===== src/rtl/l2_arbiter.sv =====
// l2_arbiter: grants the shared L2 port to the I-cache or D-cache miss path.
// D-cache wins by default; a saturating streak counter hands the port to a
// waiting I-cache after D_STREAK_MAX consecutive D grants.
//
// state  | meaning
// IDLE   | no L2 transaction; arbitrate pending requests
// BUSY_I | L2 transaction issued on behalf of the I-cache
// BUSY_D | L2 transaction issued on behalf of the D-cache
module l2_arbiter #(
  parameter int ADDR_WIDTH   = 16,
  parameter int LINE_WIDTH   = 128,
  parameter int D_STREAK_MAX = 4
) (
  input  logic                  clk,
  input  logic                  rst_n,
  input  logic                  i_mem_read,
  input  logic [ADDR_WIDTH-1:0] i_mem_address,
  output logic                  i_mem_resp,
  output logic [LINE_WIDTH-1:0] i_mem_rdata,
  input  logic                  d_mem_read,
  input  logic                  d_mem_write,
  input  logic [ADDR_WIDTH-1:0] d_mem_address,
  input  logic [LINE_WIDTH-1:0] d_mem_wdata,
  output logic                  d_mem_resp,
  output logic [LINE_WIDTH-1:0] d_mem_rdata,
  output logic                  l2_mem_read,
  output logic                  l2_mem_write,
  output logic [ADDR_WIDTH-1:0] l2_mem_address,
  output logic [LINE_WIDTH-1:0] l2_mem_wdata,
  input  logic [LINE_WIDTH-1:0] l2_mem_rdata,
  input  logic                  l2_mem_resp
);

  localparam int SW = $clog2(D_STREAK_MAX + 1) + 1;
  localparam logic [SW-1:0] STREAK_MAX = SW'(D_STREAK_MAX);

  typedef enum logic [1:0] {IDLE, BUSY_I, BUSY_D} state_e;

  state_e                state_q;
  logic                  rd_q, wr_q;
  logic [ADDR_WIDTH-1:0] addr_q;
  logic [LINE_WIDTH-1:0] wdata_q;
  logic [SW-1:0]         streak_q, streak_d;
  logic                  i_pend, d_pend, d_win, i_win;

  // Arbitration decision and next starvation count, evaluated every cycle
  // but only consumed while IDLE.
  always_comb begin
    i_pend   = i_mem_read;
    d_pend   = d_mem_read | d_mem_write;
    d_win    = d_pend & (~i_pend | (streak_q < STREAK_MAX));
    i_win    = i_pend & ~d_win;
    streak_d = streak_q;
    if (d_win) begin
      if (i_pend) begin
        if (streak_q < STREAK_MAX) streak_d = streak_q + SW'(1);
      end else begin
        streak_d = '0;
      end
    end else if (i_win) begin
      streak_d = '0;
    end
  end

  // Grant FSM: capture the winner in IDLE, hold the L2 request until resp.
  // The L2 side cannot be aborted, so a client dropping its request only
  // suppresses its resp; the registered command stays up until l2_mem_resp.
  always_ff @(posedge clk or negedge rst_n) begin
    if (!rst_n) begin
      state_q  <= IDLE;
      rd_q     <= 1'b0;
      wr_q     <= 1'b0;
      addr_q   <= '0;
      wdata_q  <= '0;
      streak_q <= '0;
    end else begin
      case (state_q)
        IDLE: begin
          streak_q <= streak_d;
          if (d_win) begin
            state_q <= BUSY_D;
            rd_q    <= d_mem_read;
            wr_q    <= d_mem_write;
            addr_q  <= d_mem_address;
            if (d_mem_write) wdata_q <= d_mem_wdata;
          end else if (i_win) begin
            state_q <= BUSY_I;
            rd_q    <= 1'b1;
            wr_q    <= 1'b0;
            addr_q  <= i_mem_address;
          end
        end
        BUSY_I, BUSY_D: begin
          if (l2_mem_resp) begin
            state_q <= IDLE;
            rd_q    <= 1'b0;
            wr_q    <= 1'b0;
          end
        end
        default: begin
          state_q <= IDLE;
          rd_q    <= 1'b0;
          wr_q    <= 1'b0;
        end
      endcase
    end
  end

  // Zero-latency response routing back to the granted, still-requesting client.
  always_comb begin
    i_mem_resp     = (state_q == BUSY_I) & l2_mem_resp & i_mem_read;
    d_mem_resp     = (state_q == BUSY_D) & l2_mem_resp & (d_mem_read | d_mem_write);
    i_mem_rdata    = l2_mem_rdata;
    d_mem_rdata    = l2_mem_rdata;
    l2_mem_read    = rd_q;
    l2_mem_write   = wr_q;
    l2_mem_address = addr_q;
    l2_mem_wdata   = wdata_q;
  end

endmodule

===== config.mk =====
export PLATFORM = sky130hd
export DESIGN_NAME = l2_arbiter
export DESIGN_NICKNAME = d
export VERILOG_FILES = /design/src/rtl/l2_arbiter.sv
export SDC_FILE = /design/constraint.sdc
export NUM_CORES = 1
export LEC_CHECK = 0
export BUFFER_PORTS_ARGS = -buffer_cell sky130_fd_sc_hd__buf_2
export CORE_AREA = 2 2 275 277
export DETAILED_ROUTE_END_ITERATION = 8
export DIE_AREA = 0 0 277 279
export PLACE_DENSITY = 0.34
export RECOVER_POWER = 100
export SYNTH_ARGS = -nofsm -noshare
export SYNTH_HDL_FRONTEND = slang
export SYNTH_SLANG_ARGS = --single-unit

===== constraint.sdc =====
create_clock -name clk -period 2.1 [get_ports clk]
set_input_delay 0.105 -clock clk [delete_from_list [all_inputs] [get_ports clk]]
set_output_delay 0.105 -clock clk [all_outputs]
set_load 0.02 [all_outputs]

## Word-level counts from Yosys, hierarchy flattened

Cells that the tools add are included.

- Flip-flop bits (word level): 152
- Input bits: 294
- Output and inout bits: 404
- Logic and storage cells: 47

- Add/subtract/negate cells: 1
- $lt $le $gt $ge: 1
- Equal/unequal tests: 5
- Multiplexer cells: 17
- Bitwise gates (word level): 10
- Reduce and logical (&&, ||, !) cells: 7

Operators by type and width:

| operator | number |
|---|---|
| 16-bit 2-to-1 mux | 2 |
| 4-bit 2-to-1 mux | 4 |
| 1-bit bitwise AND | 6 |
| 2-bit 2-to-1 mux | 3 |
| 3-bit AND reduction | 2 |
| 1-bit 2-to-1 mux | 5 |
| 4-bit by 1-bit adder with 4-bit output, second input constant | 1 |
| 4-bit by 3-bit less-than comparator with 1-bit output, second input constant | 1 |
| 1-bit one-hot mux with 2 select lines | 2 |
| 2-bit one-hot mux with 2 select lines | 1 |
| 2-bit AND reduction | 2 |
| 3-bit by 2-bit inequality test with 1-bit output, second input constant | 1 |
| 3-bit inequality test, second input constant | 1 |
| 2-bit by 1-bit == test with 1-bit output, second input constant | 1 |
| 2-bit == test, second input constant | 1 |
| 2-bit logical NOT | 1 |
| 2-bit inequality test, second input constant | 1 |
| 1-bit inverter | 2 |
| 1-bit bitwise OR | 2 |
| 2-bit nonzero test | 1 |
| 2-bit OR reduction | 1 |

## Logic depth before layout (Yosys ltp)

- Word-level depth: 8
- Depth in mapped cells: 7
- Mapped depth without buffers: 5

## Least setup slack after synthesis

OpenSTA, ideal clock, no wires.

- Kind: reg2reg
- From: register state_q[0]
- To: register wdata_q[0], in the netlist l2_mem_wdata[0]
- Arrival time: 1480 ps
- Required time: 1975 ps
- Slack: 495 ps
- Stages on the path, launching flop included: 7
- Path buffers: 2
- Cell sequence: dfrtp_1 -> inv_1 -> ha_1 -> and3_4 -> buf_6 -> buf_6 -> mux2_4

- Cells in the longest elaborated chain, start to end: 2

Ends and longest elaborated chain:

| element | line | text |
|---|---|---|
| from (decl) | 39 | `state_e state_q;` |
| from (signal assigned) | 70 | `state_q <= IDLE;` |
| from (signal assigned) | 81 | `state_q <= BUSY_D;` |
| from (signal assigned) | 87 | `state_q <= BUSY_I;` |
| 2-bit logical NOT | 77 | `case (state_q)` |
| 3-bit AND reduction (no line) | - |  |
| to (signal assigned) | 85 | `if (d_mem_write) wdata_q <= d_mem_wdata;` |
| to (decl) | 42 | `logic [LINE_WIDTH-1:0] wdata_q;` |

No other way between the ends.
A chain may end at the register's enable or synchronous reset.

## Final worst setup path

- From: register state_q[0]
- To: register addr_q[5], in the netlist l2_mem_address[5]

- Cells in the longest elaborated chain, start to end: 2

Ends and longest elaborated chain:

| element | line | text |
|---|---|---|
| 2-bit logical NOT | 77 |  |
| 2-bit AND reduction (no line) | - |  |
| to (signal assigned) | 84 | `addr_q <= d_mem_address;` |
| to (signal assigned) | 90 | `addr_q <= i_mem_address;` |
| to (decl) | 41 | `logic [ADDR_WIDTH-1:0] addr_q;` |

No other way between the ends.

==> reports/qor.log <==
INFO  critical_path  ff_to_ff_path_depth=8
INFO  synth          synthArstFlopShare=100.0%
INFO  timing         timing_hold_violations_final=0
INFO  synth          number_of_unique_standard_cell_types_used_by_synthesis=31
INFO  grt            grt_pass1_vias=5,856
INFO  power_and_ir_drop p_sw_share=42.04%
INFO  power_and_ir_drop power_density_relative_to_cell_area=1374nW/um^2
INFO  critical_path  crit_buf_inv=4
INFO  run_status     outcome=completed
INFO  critical_path  cp.arrival=2.39ns
INFO  clock_tree     htree_levels=4
INFO  worst_hold_path worst_hold_path_type=input port to register
INFO  timing         postLayoutSetupSlackWorst=0.1192ns
INFO  synth          postSynthNetCount=957
INFO  synth          synth_area=8298um^2
INFO  critical_path  cp_top_family=buffers and inverters
INFO  clock_tree     cts-root-to-sink-buffers=2
INFO  placed_design  place_hpwl=17,220um
INFO  placed_design  dpl_worst_slack=0.2680ns
INFO  timing         rsz0062_at_grt=no
INFO  synth          synth_top_flop_cell=sky130_fd_sc_hd__dfrtp_1
INFO  placed_design  place_area=9144um^2
INFO  timing         worst_clock_skew=0.02497ns
INFO  route          viasPerCell=2.902
INFO  floorplanning  chipHeight=279um
INFO  power_and_ir_drop comb_power_share=44.9%
INFO  synth          sequential_cell_area_fraction_in_the_yosys_report=45.84%
INFO  route          antenna_violating_nets_post_route=0
INFO  synth          ys_ff_latch=152
INFO  power_and_ir_drop peakVddDrop=0.5318mV
INFO  route          wirelength_met1=9587um
INFO  critical_path  worstSetupPathType=register to register
INFO  critical_path  timing.critical_path.from_type=register
INFO  clock_tree     cts-buffers-inserted=17
INFO  route          detailroute.wirelength.met3=2151um
INFO  critical_path  timing.critical_path.to_type=register
INFO  grt            pin_count_of_the_biggest_net_entering_global_routing=48
INFO  final_layout   final_area=10,840um^2
INFO  clock_tree     cts.clk_slew.worst_paths=0.07ns
INFO  worst_hold_path hold_depth=3
INFO  route          number_of_detailed_routing_iterations_run_before_antenna_repair=4
INFO  power_and_ir_drop clock_power_share=20.5%
INFO  timing         worst_hold_slack=0.1597ns
INFO  synth          post_synthesis_mean_instance_area=12.59um^2
INFO  power_and_ir_drop p_switching=6.264mW
INFO  route          met2_length=11,790um
INFO  run            cap_viol_max_count=0
INFO  route          drtIter0Drc=171
INFO  power_and_ir_drop p_seq_share=34.7%
INFO  timing         worst_pin_slew=1.073ns
INFO  synth          post_synth_inst_count=659
INFO  final_layout   antenna_cells=0
INFO  grt            global_route_total_usage_across_every_layer=6.330%
INFO  timing         slew_viol_final=0
INFO  clock_tree     cts_num_sinks=152
INFO  timing         max_clock_freq=504.8MHz
INFO  timing         setup_tns=0ns
INFO  placed_design  final_weighted_congestion_of_routability_driven_global_placement=0.6645
INFO  clock_tree     tritoncts_clock_tree=done
INFO  synth          synth.yosys.warnings=0
INFO  critical_path  crit_path_max_fanout=8
INFO  synth          synth_enable_flop_cells=0
INFO  timing         layout_min_cycle_time=1.981ns
INFO  synth          netlist.top_cell.by_area=sky130_fd_sc_hd__dfrtp_1
INFO  grt            antenna_violations_before_repair=0
INFO  floorplanning  std_cell_rows=100
INFO  route          top_layer=met4
INFO  clock_tree     clk_lat_worst_skew=0.49ns
INFO  placed_design  port_buffers=313
INFO  timing         setup_viol=0
INFO  timing         slew_headroom=28.44%
INFO  critical_path  cp.required=2.51ns
INFO  critical_path  critical-path-slowest-cell=sky130_fd_sc_hd__dlygate4sd3_1
INFO  floorplanning  initial_utilization=11.20%
INFO  final_layout   drive_gt1_share=28.24%
INFO  floorplanning  chipWidth=277um
INFO  final_layout   areaGrowthSynthToFinish=30.69%
INFO  critical_path  timing.critical_path.depth=8
INFO  route          drc=0
INFO  final_layout   final_net_count=1,188
INFO  floorplanning  design.die.area=77,280um^2
INFO  route          route.detailed.wl_per_inst=13.29um
INFO  route          wirelength=24,880um
INFO  floorplanning  floorplan.core_area=74,070um^2
INFO  power_and_ir_drop power.leakage=4.411nW
INFO  critical_path  crit_path_max_incr_delay=0.56ns
INFO  floorplanning  io_pins=698
INFO  power_and_ir_drop internal_power=8.638mW
INFO  synth          yosys-top-cells-area=sky130_fd_sc_hd__dfrtp_1, sky130_fd_sc_hd__buf_4, sky130_fd_sc_hd__mux2_4
INFO  synth          synth_top_area_share=45.84%
INFO  timing         final_min_period_over_clock_period=94.32%
INFO  grt            grt_pass1_wl=36,180um
INFO  route          route.vias.total=5,432
INFO  critical_path  crit_chain=inv_1, ha_2, buf_6, o31a_4, clkbuf_16, nor2_1, a21oi_1, dlygate4sd3_1
INFO  grt            grt_overflow_total=0
INFO  clock_tree     clk_root_buffer_cell=sky130_fd_sc_hd__clkbuf_16
==> logic make-up (layout without fill, tap and decap cells) <==
family,count (synthesis),after routing,synth area share [%]
adders and majority gates,4,4,0.6032
AOI/OAI and AO/OA,60,61,4.207
and+or+nand+nor,30,30,1.674
muxes,129,129,22.03
buffers and inverters,284,527,25.65
DFF,152,152,45.84
==> synthesized netlist by cell type (2+ instances only) <==
| cell type | n |
|---|---|
| sky130_fd_sc_hd__ha_1 | 4 |
| sky130_fd_sc_hd__inv_1 | 4 |
| sky130_fd_sc_hd__o21ai_0 | 18 |
| sky130_fd_sc_hd__buf_4 | 256 |
| sky130_fd_sc_hd__and3_1 | 2 |
| sky130_fd_sc_hd__mux2_4 | 100 |
| sky130_fd_sc_hd__clkbuf_1 | 7 |
| sky130_fd_sc_hd__nand2_1 | 3 |
| sky130_fd_sc_hd__buf_2 | 3 |
| sky130_fd_sc_hd__buf_6 | 13 |
| sky130_fd_sc_hd__nor2_1 | 18 |
| sky130_fd_sc_hd__a31oi_1 | 16 |
| sky130_fd_sc_hd__mux2_2 | 28 |
| sky130_fd_sc_hd__a21oi_1 | 18 |
| sky130_fd_sc_hd__a22o_1 | 2 |
| sky130_fd_sc_hd__dfrtp_1 | 152 |
==> sequential cells by signal, indices dropped and copies added, names as in the netlist <==
| register | count |
|---|---|
| l2_mem_read | 1 |
| l2_mem_wdata | 128 |
| state_q | 2 |
| l2_mem_address | 16 |
| streak_q | 4 |
| l2_mem_write | 1 |
==> cells in the final DEF, fill, tap and decap left out, types with 2 or more instances in the layout <==
cell type / n
sky130_fd_sc_hd__buf_4: 6
sky130_fd_sc_hd__o31ai_4: 2
sky130_fd_sc_hd__buf_12: 3
sky130_fd_sc_hd__clkbuf_1: 147
sky130_fd_sc_hd__a21oi_1: 18
sky130_fd_sc_hd__nand2_1: 3
sky130_fd_sc_hd__clkinv_4: 3
sky130_fd_sc_hd__mux2_4: 5
sky130_fd_sc_hd__mux2_2: 28
sky130_fd_sc_hd__dlygate4sd3_1: 162
sky130_fd_sc_hd__clkinvlp_4: 3
sky130_fd_sc_hd__inv_1: 4
sky130_fd_sc_hd__inv_6: 4
sky130_fd_sc_hd__a31oi_1: 16
sky130_fd_sc_hd__a22o_1: 2
sky130_fd_sc_hd__clkbuf_16: 19
sky130_fd_sc_hd__buf_2: 167
sky130_fd_sc_hd__o21ai_0: 18
sky130_fd_sc_hd__mux2_1: 96
sky130_fd_sc_hd__inv_8: 2
sky130_fd_sc_hd__nor2_1: 18
sky130_fd_sc_hd__dfrtp_1: 152
sky130_fd_sc_hd__clkbuf_4: 2
sky130_fd_sc_hd__and3_1: 2
sky130_fd_sc_hd__ha_1: 3
==> metrics by stage <==
stage	utilization (%)	cells	power (mW)
global route	14.64	1872	15.94
global placement	12.34	1674	12.65
CTS	15.28	1868	16.44
finish	14.64	1872	14.90
detailed placement	12.34	1674	12.68
floorplan	-	659	10.94
==> routing by layer <==
layer  global-route usage (%)  up-vias
met1                    6.693     2581
li1                         -     2421
met2                    9.786      336
met4                    4.836        0
met3                    2.996       94
met5                        0        -
==> what timing repair did <==
action                     4_1_cts  5_1_grt
setup endpoints to repair        0       16
hold buffers                   162        1
hold endpoints to repair       266        1
setup buffers                    0        1
gates resized for setup          0        8
==> final timing paths <==
path,startpoint,end,slack (ns)
max,state_q[0],l2_mem_address[5],0.12
min,d_mem_read,l2_mem_read,0.16
max reg2reg,state_q[0],l2_mem_address[5],0.12
min reg2reg,l2_mem_wdata[79],l2_mem_wdata[79],0.48
max in group asynchronous,rst_n,l2_mem_wdata[100],0.34
min in group asynchronous,rst_n,l2_mem_wdata[2],0.37
==> worst reg2reg max path: stages, from the launching register on <==
cell                            delay, ns
sky130_fd_sc_hd__dfrtp_1             0.41
sky130_fd_sc_hd__inv_1               0.09
sky130_fd_sc_hd__ha_2                0.18
sky130_fd_sc_hd__buf_6               0.14
sky130_fd_sc_hd__o31a_4              0.21
sky130_fd_sc_hd__clkbuf_16           0.18
sky130_fd_sc_hd__nor2_1              0.05
sky130_fd_sc_hd__a21oi_1             0.10
sky130_fd_sc_hd__dlygate4sd3_1       0.56
==> power groups by stage <==
stage               logic (mW)  clock network, mW  registers, mW
floorplan                 3.94                  0           7.00
global placement          7.42                  0           5.23
detailed placement        7.44                  0           5.24
CTS                       7.98               3.25           5.20
global route              7.20               3.36           5.38
finish                    6.69               3.05           5.16
==> layout make-up <==
class                      instances  area (um^2)
sequential                       152         3804
timing repair buffer             491         3207
multi-input combinational        224         2052
fill                            8447        63230
clock buffer                      19        442.9
inverter                           4        15.01
tap                              969         1212
clock inverter                    13        111.4
(Power assumes the default switching activity.)
